## src/rtl/reg_file_2r1w.sv

```systemverilog
// 32-entry architectural register file with two combinational read ports, one clocked write port,
// a hardwired zero register and same-cycle write-to-read bypass.
module reg_file_2r1w #(
   parameter int WIDTH    = 64,
   parameter int ZERO_REG = 31
) (
   input  logic             clk,
   input  logic             reset_n,
   input  logic [4:0]       read_reg1,
   input  logic [4:0]       read_reg2,
   input  logic [4:0]       write_reg,
   input  logic [WIDTH-1:0] write_data,
   input  logic             reg_write,
   output logic [WIDTH-1:0] read_data1,
   output logic [WIDTH-1:0] read_data2
);

   localparam logic [4:0] ZERO_IDX = 5'(ZERO_REG);

   logic [WIDTH-1:0] regs_q [32];
   logic [WIDTH-1:0] regs_d [32];
   logic             wr_en;

   assign wr_en = reg_write && (write_reg != ZERO_IDX);

   // The zero entry is held at constant 0, so synthesis removes its flops.
   always_comb begin
      regs_d = regs_q;
      if (wr_en) begin
         regs_d[write_reg] = write_data;
      end
      regs_d[ZERO_REG] = '0;
   end

   always_ff @(posedge clk or negedge reset_n) begin
      if (!reset_n) begin
         for (int i = 0; i < 32; i++) begin
            regs_q[i] <= '0;
         end
      end else begin
         regs_q <= regs_d;
      end
   end

   function automatic logic [WIDTH-1:0] read_port(input logic [4:0] addr);
      logic [WIDTH-1:0] val;
      val = '0;
      if (!reset_n || addr == ZERO_IDX) begin
         val = '0;
      end else if (reg_write && write_reg == addr) begin
         val = write_data;
      end else begin
         val = regs_q[addr];
      end
      return val;
   endfunction

   always_comb begin
      read_data1 = read_port(read_reg1);
      read_data2 = read_port(read_reg2);
   end

endmodule

```

## config.mk

```make
export PLATFORM = sky130hd
export DESIGN_NAME = reg_file_2r1w
export DESIGN_NICKNAME = d
export VERILOG_FILES = /design/src/rtl/reg_file_2r1w.sv
export SDC_FILE = /design/constraint.sdc
export NUM_CORES = 2
export LEC_CHECK = 0
export CAP_MARGIN = 5
export CORE_ASPECT_RATIO = 1.4
export CORE_MARGIN = 2
export CORE_UTILIZATION = 40
export DETAILED_ROUTE_END_ITERATION = 12
export DONT_BUFFER_PORTS = 1
export SETUP_SLACK_MARGIN = 0.02
export SLEW_MARGIN = 20
export SYNTH_ARGS = -nofsm -noshare
export SYNTH_HDL_FRONTEND = slang
export SYNTH_SLANG_ARGS = --single-unit
```

## constraint.sdc

```tcl
create_clock -name clk -period 1.8 [get_ports clk]
set_clock_uncertainty 0.1 [all_clocks]
set_input_delay 0.18 -clock clk [delete_from_list [all_inputs] [get_ports clk]]
set_output_delay 0.18 -clock clk [all_outputs]
set_load 0.01 [all_outputs]
```

==> impl_metrics.yaml <==
cts:
  tritoncts: "built"
  clk_latency_ns: 0.92
  clkTransAtPathRegs_ns: 0.06
  cts.path.max_buffers: 4
  htreeDepth: 4
  clock_sinks: 1984
  cts_buffers: 211
  cts-root-buf: "clkbuf_16"
global_routing:
  gr-total-overflow: 0
  grtUsageTotal: 0.3057
  grt_first_pass_wirelength_um: 605800
  grt_max_degree: 560
  grt_pass1_vias: 81370
  antenna_found_initial: 13
critical_path:
  r2r-start: "regs_q[2028]"
  worst_r2r_path_depth: 3
  path_class: "register to output port"
  max_stage_delay_ns: 0.49
  r2r_slack_ns: 0.24
  critPathSlowestCell: "mux4_2"
  cp_num_buf_inv: 2
  cpLargestDelayFamily: "compound AO/OA/AOI/OAI gates"
  cp-end-kind: "output port"
  required_ns: 1.52
  reg2reg_to: "regs_q[2028]"
  arrival_ns: 2.91
  start_kind: "register"
  path_cells: "mux4_2 > and2_4 > a211oi_2 > buf_4 > nor3_2 > o32a_4 > buf_12"
  critPathMaxFanout: 3
timing:
  worst_slew_pin_slew_ns: 1.211
  hold_viol_final: 88
  slew_viol_final: 0
  finalCritPeriodShare: 1.773
  min_period_ns: 3.191
  clock.fmax_mhz: 313.4
  max_slew_margin: 0.1927
  rsz0062_at_grt: "yes"
  holdWs_ns: -1.111
  setup_violations: 724
  final.setup.worst_slack_ns: -1.391
logic_synthesis:
  synthTopCellsByArea: "dfrtp_1 (46%), mux2_2 (19%), mux4_2 (16%)"
  synth-edff-count: 0
  synth_top_area_share: 0.4612
  yosysMostFrequentCell: "dfrtp_1"
  synthTopCellsByCount: "dfrtp_1 (1984), mux2_2 (1793), mux4_2 (774), mux2i_1 (383), clkbuf_1 (379)"
  synthFlopType: "dfrtp_1"
  postSynthAreaPerCell_um2: 14.33
  synth_area_mm2: 0.1077
  ys_types: 67
  synth_top_area_cell: "dfrtp_1"
  synth_warnings: 0
  syn_inst: 7511
  synth-async-reset-ratio: 1.000
  ys_ff_latch: 1984
  syn-num-nets: 7593
  synth-seq-area-share: 0.4612
placement:
  place_hpwl_um: 263100
  gp_congestion: 0.8481
  port_buffers: 0
floorplan:
  rows: 225
  chipHeight_um: 617.8
  initial_core_util: 0.4017
  die-area_mm2: 0.2734
  core_area_mm2: 0.2680
  die-width_um: 442.5
  io_pins: 210
route:
  detail_route.wl_per_cell_um: 36.30
  firstDrtPassIters: 5
  drc: 0
  top_layer_used: "met5"
  wl_met3_um: 36270
  wl_um: 444500
  met1_length_um: 166700
  drt_iter0_drc: 7938
  drt-vias-per-instance: 6.450
  dr_total_vias: 78990
  ant_nets: 0
  wl_met2_um: 210500
worst_hold_path:
  hold_path.class: "input port to asynchronous set/reset pin"
pwr:
  powerDensity_mw_per_mm2: 1041
  leakage_nw: 59.99
  irDropWorstVdd_mv: 0.7890
  p_total_mw: 142.0
outcome:
  status: "finished with violations"
  violations: "hold timing, setup timing"
finish:
  syn2layout_area_growth_pct: 26.67
  top_regs: "regs_q (1984)"
  largest_reg_flops: 1984
  ff_latch_area_mm2: 0.04965
  top_register: "regs_q"
  nFillCells: 22510
  nNetsFinal: 8640
  drive_gt1_frac: 0.5733
  multi_input_area_mm2: 0.05702
job:
  maxCapViolCount: 0
## power by group
group	internal (mW)	switching [mW]
registers	53.4	6.12
logic	21.8	14.9
clock network	26.4	19.4
## routing by layer
metal | vias to the layer above | GRT usage
li1 | 31200 | -
met1 | 42620 | 0.3802
met2 | 3986 | 0.4944
met3 | 1168 | 0.06610
met4 | 6 | 0.1727
met5 | - | 0
## logic make-up after synthesis
group	after synthesis	synth area share
AOI/OAI and AO/OA	943	0.06544
and+or+nand+nor	536	0.02378
DFF	1984	0.4612
muxes	3187	0.4099
xor gates and xnor gates	10	0.0008135
buffers and inverters	851	0.03896
## placed cells by master (no fill, tap or decap), drive strengths merged, types with 14 or more instances in the layout
| cell | Yosys | final |
|---|---|---|
| mux2 | 2030 | 2030 |
| dfrtp | 1984 | 1984 |
| buf | 441 | 1520 |
| mux4 | 774 | 774 |
| mux2i | 383 | 383 |
| clkbuf | 382 | 359 |
| nor2 | 202 | 202 |
| a211oi | 166 | 166 |
| o21ai | 164 | 164 |
| nand2 | 141 | 141 |
| a22oi | 113 | 113 |
| a22o | 81 | 81 |
| dlygate4sd3 | 0 | 79 |
| o22ai | 71 | 71 |
| nor2b | 63 | 63 |
| o221ai | 57 | 57 |
| a221oi | 46 | 46 |
| a21oi | 40 | 40 |
| a31oi | 33 | 33 |
| inv | 26 | 32 |
| o22a | 30 | 30 |
| clkinv | 2 | 26 |
| a311o | 26 | 26 |
| nand3 | 24 | 24 |
| and2 | 23 | 23 |
| a221o | 20 | 20 |
| o31ai | 20 | 20 |
| nor4 | 20 | 20 |
| nor3 | 19 | 19 |
| nand2b | 17 | 17 |
| bufbuf | 0 | 16 |
| a2bb2oi | 15 | 15 |
| bufinv | 0 | 15 |
| o41ai | 15 | 15 |
| a311oi | 14 | 14 |
## worst reg2reg max path, cell delays in order (launching register included)
cell	delay, ns
dfrtp_1	0.38
buf_4	0.14
mux2_1	0.28
dlygate4sd3_1	0.55
## cell type report
class,instances,share of cell area
antenna,12,0.0002202
clock buffer,322,0.04669
clock inverter,49,0.005174
inverter,28,0.0008716
multi-input combinational,4676,0.4181
sequential,1984,0.3640
tap,3518,0.03228
timing repair buffer,1657,0.1326
## worst max-delay path by stage
stage | start | endpoint | slack (ns) | depth (start not counted)
after CTS | regs_q[1078] | read_data1[54] | -1.42 | 7
after global routing | regs_q[1078] | read_data1[54] | -1.44 | 7
after global placement | reset_n | read_data1[54] | -3.30 | 9
after detailed placement | reset_n | read_data1[54] | -2.60 | 11
final | regs_q[1078] | read_data1[54] | -1.39 | 7
after floorplan | read_reg1[0] | read_data1[18] | -0.14 | 7
## metrics by stage
stage / TNS [ns] / instances / util / setup slack [ns] / instance area (um2)
6_report: -590.14 / 12250 / 0.5089 / -1.391 / 136400
5_1_grt: -671.46 / 12240 / 0.5088 / -1.436 / 136400
4_1_cts: -202.14 / 12100 / 0.5001 / -1.420 / 134000
3_5_place_dp: -2211.45 / 11600 / 0.4611 / -2.595 / 123600
3_3_place_gp: -2649.47 / 11590 / 0.4605 / -3.305 / 123400
2_1_floorplan: -9.140 / 7511 / - / -0.1419 / 110000
## timing repair
item                                    4_1_cts  5_1_grt
pin swaps                                   159       84
gates resized for setup                     340      121
buffers inserted                             30       36
cloned                                       16       42
hold buffers                                 95       49
hold endpoints to repair                   2746     1674
endpoints found under the setup margin     1021     1504
Power figures use the tool's default switching activity.
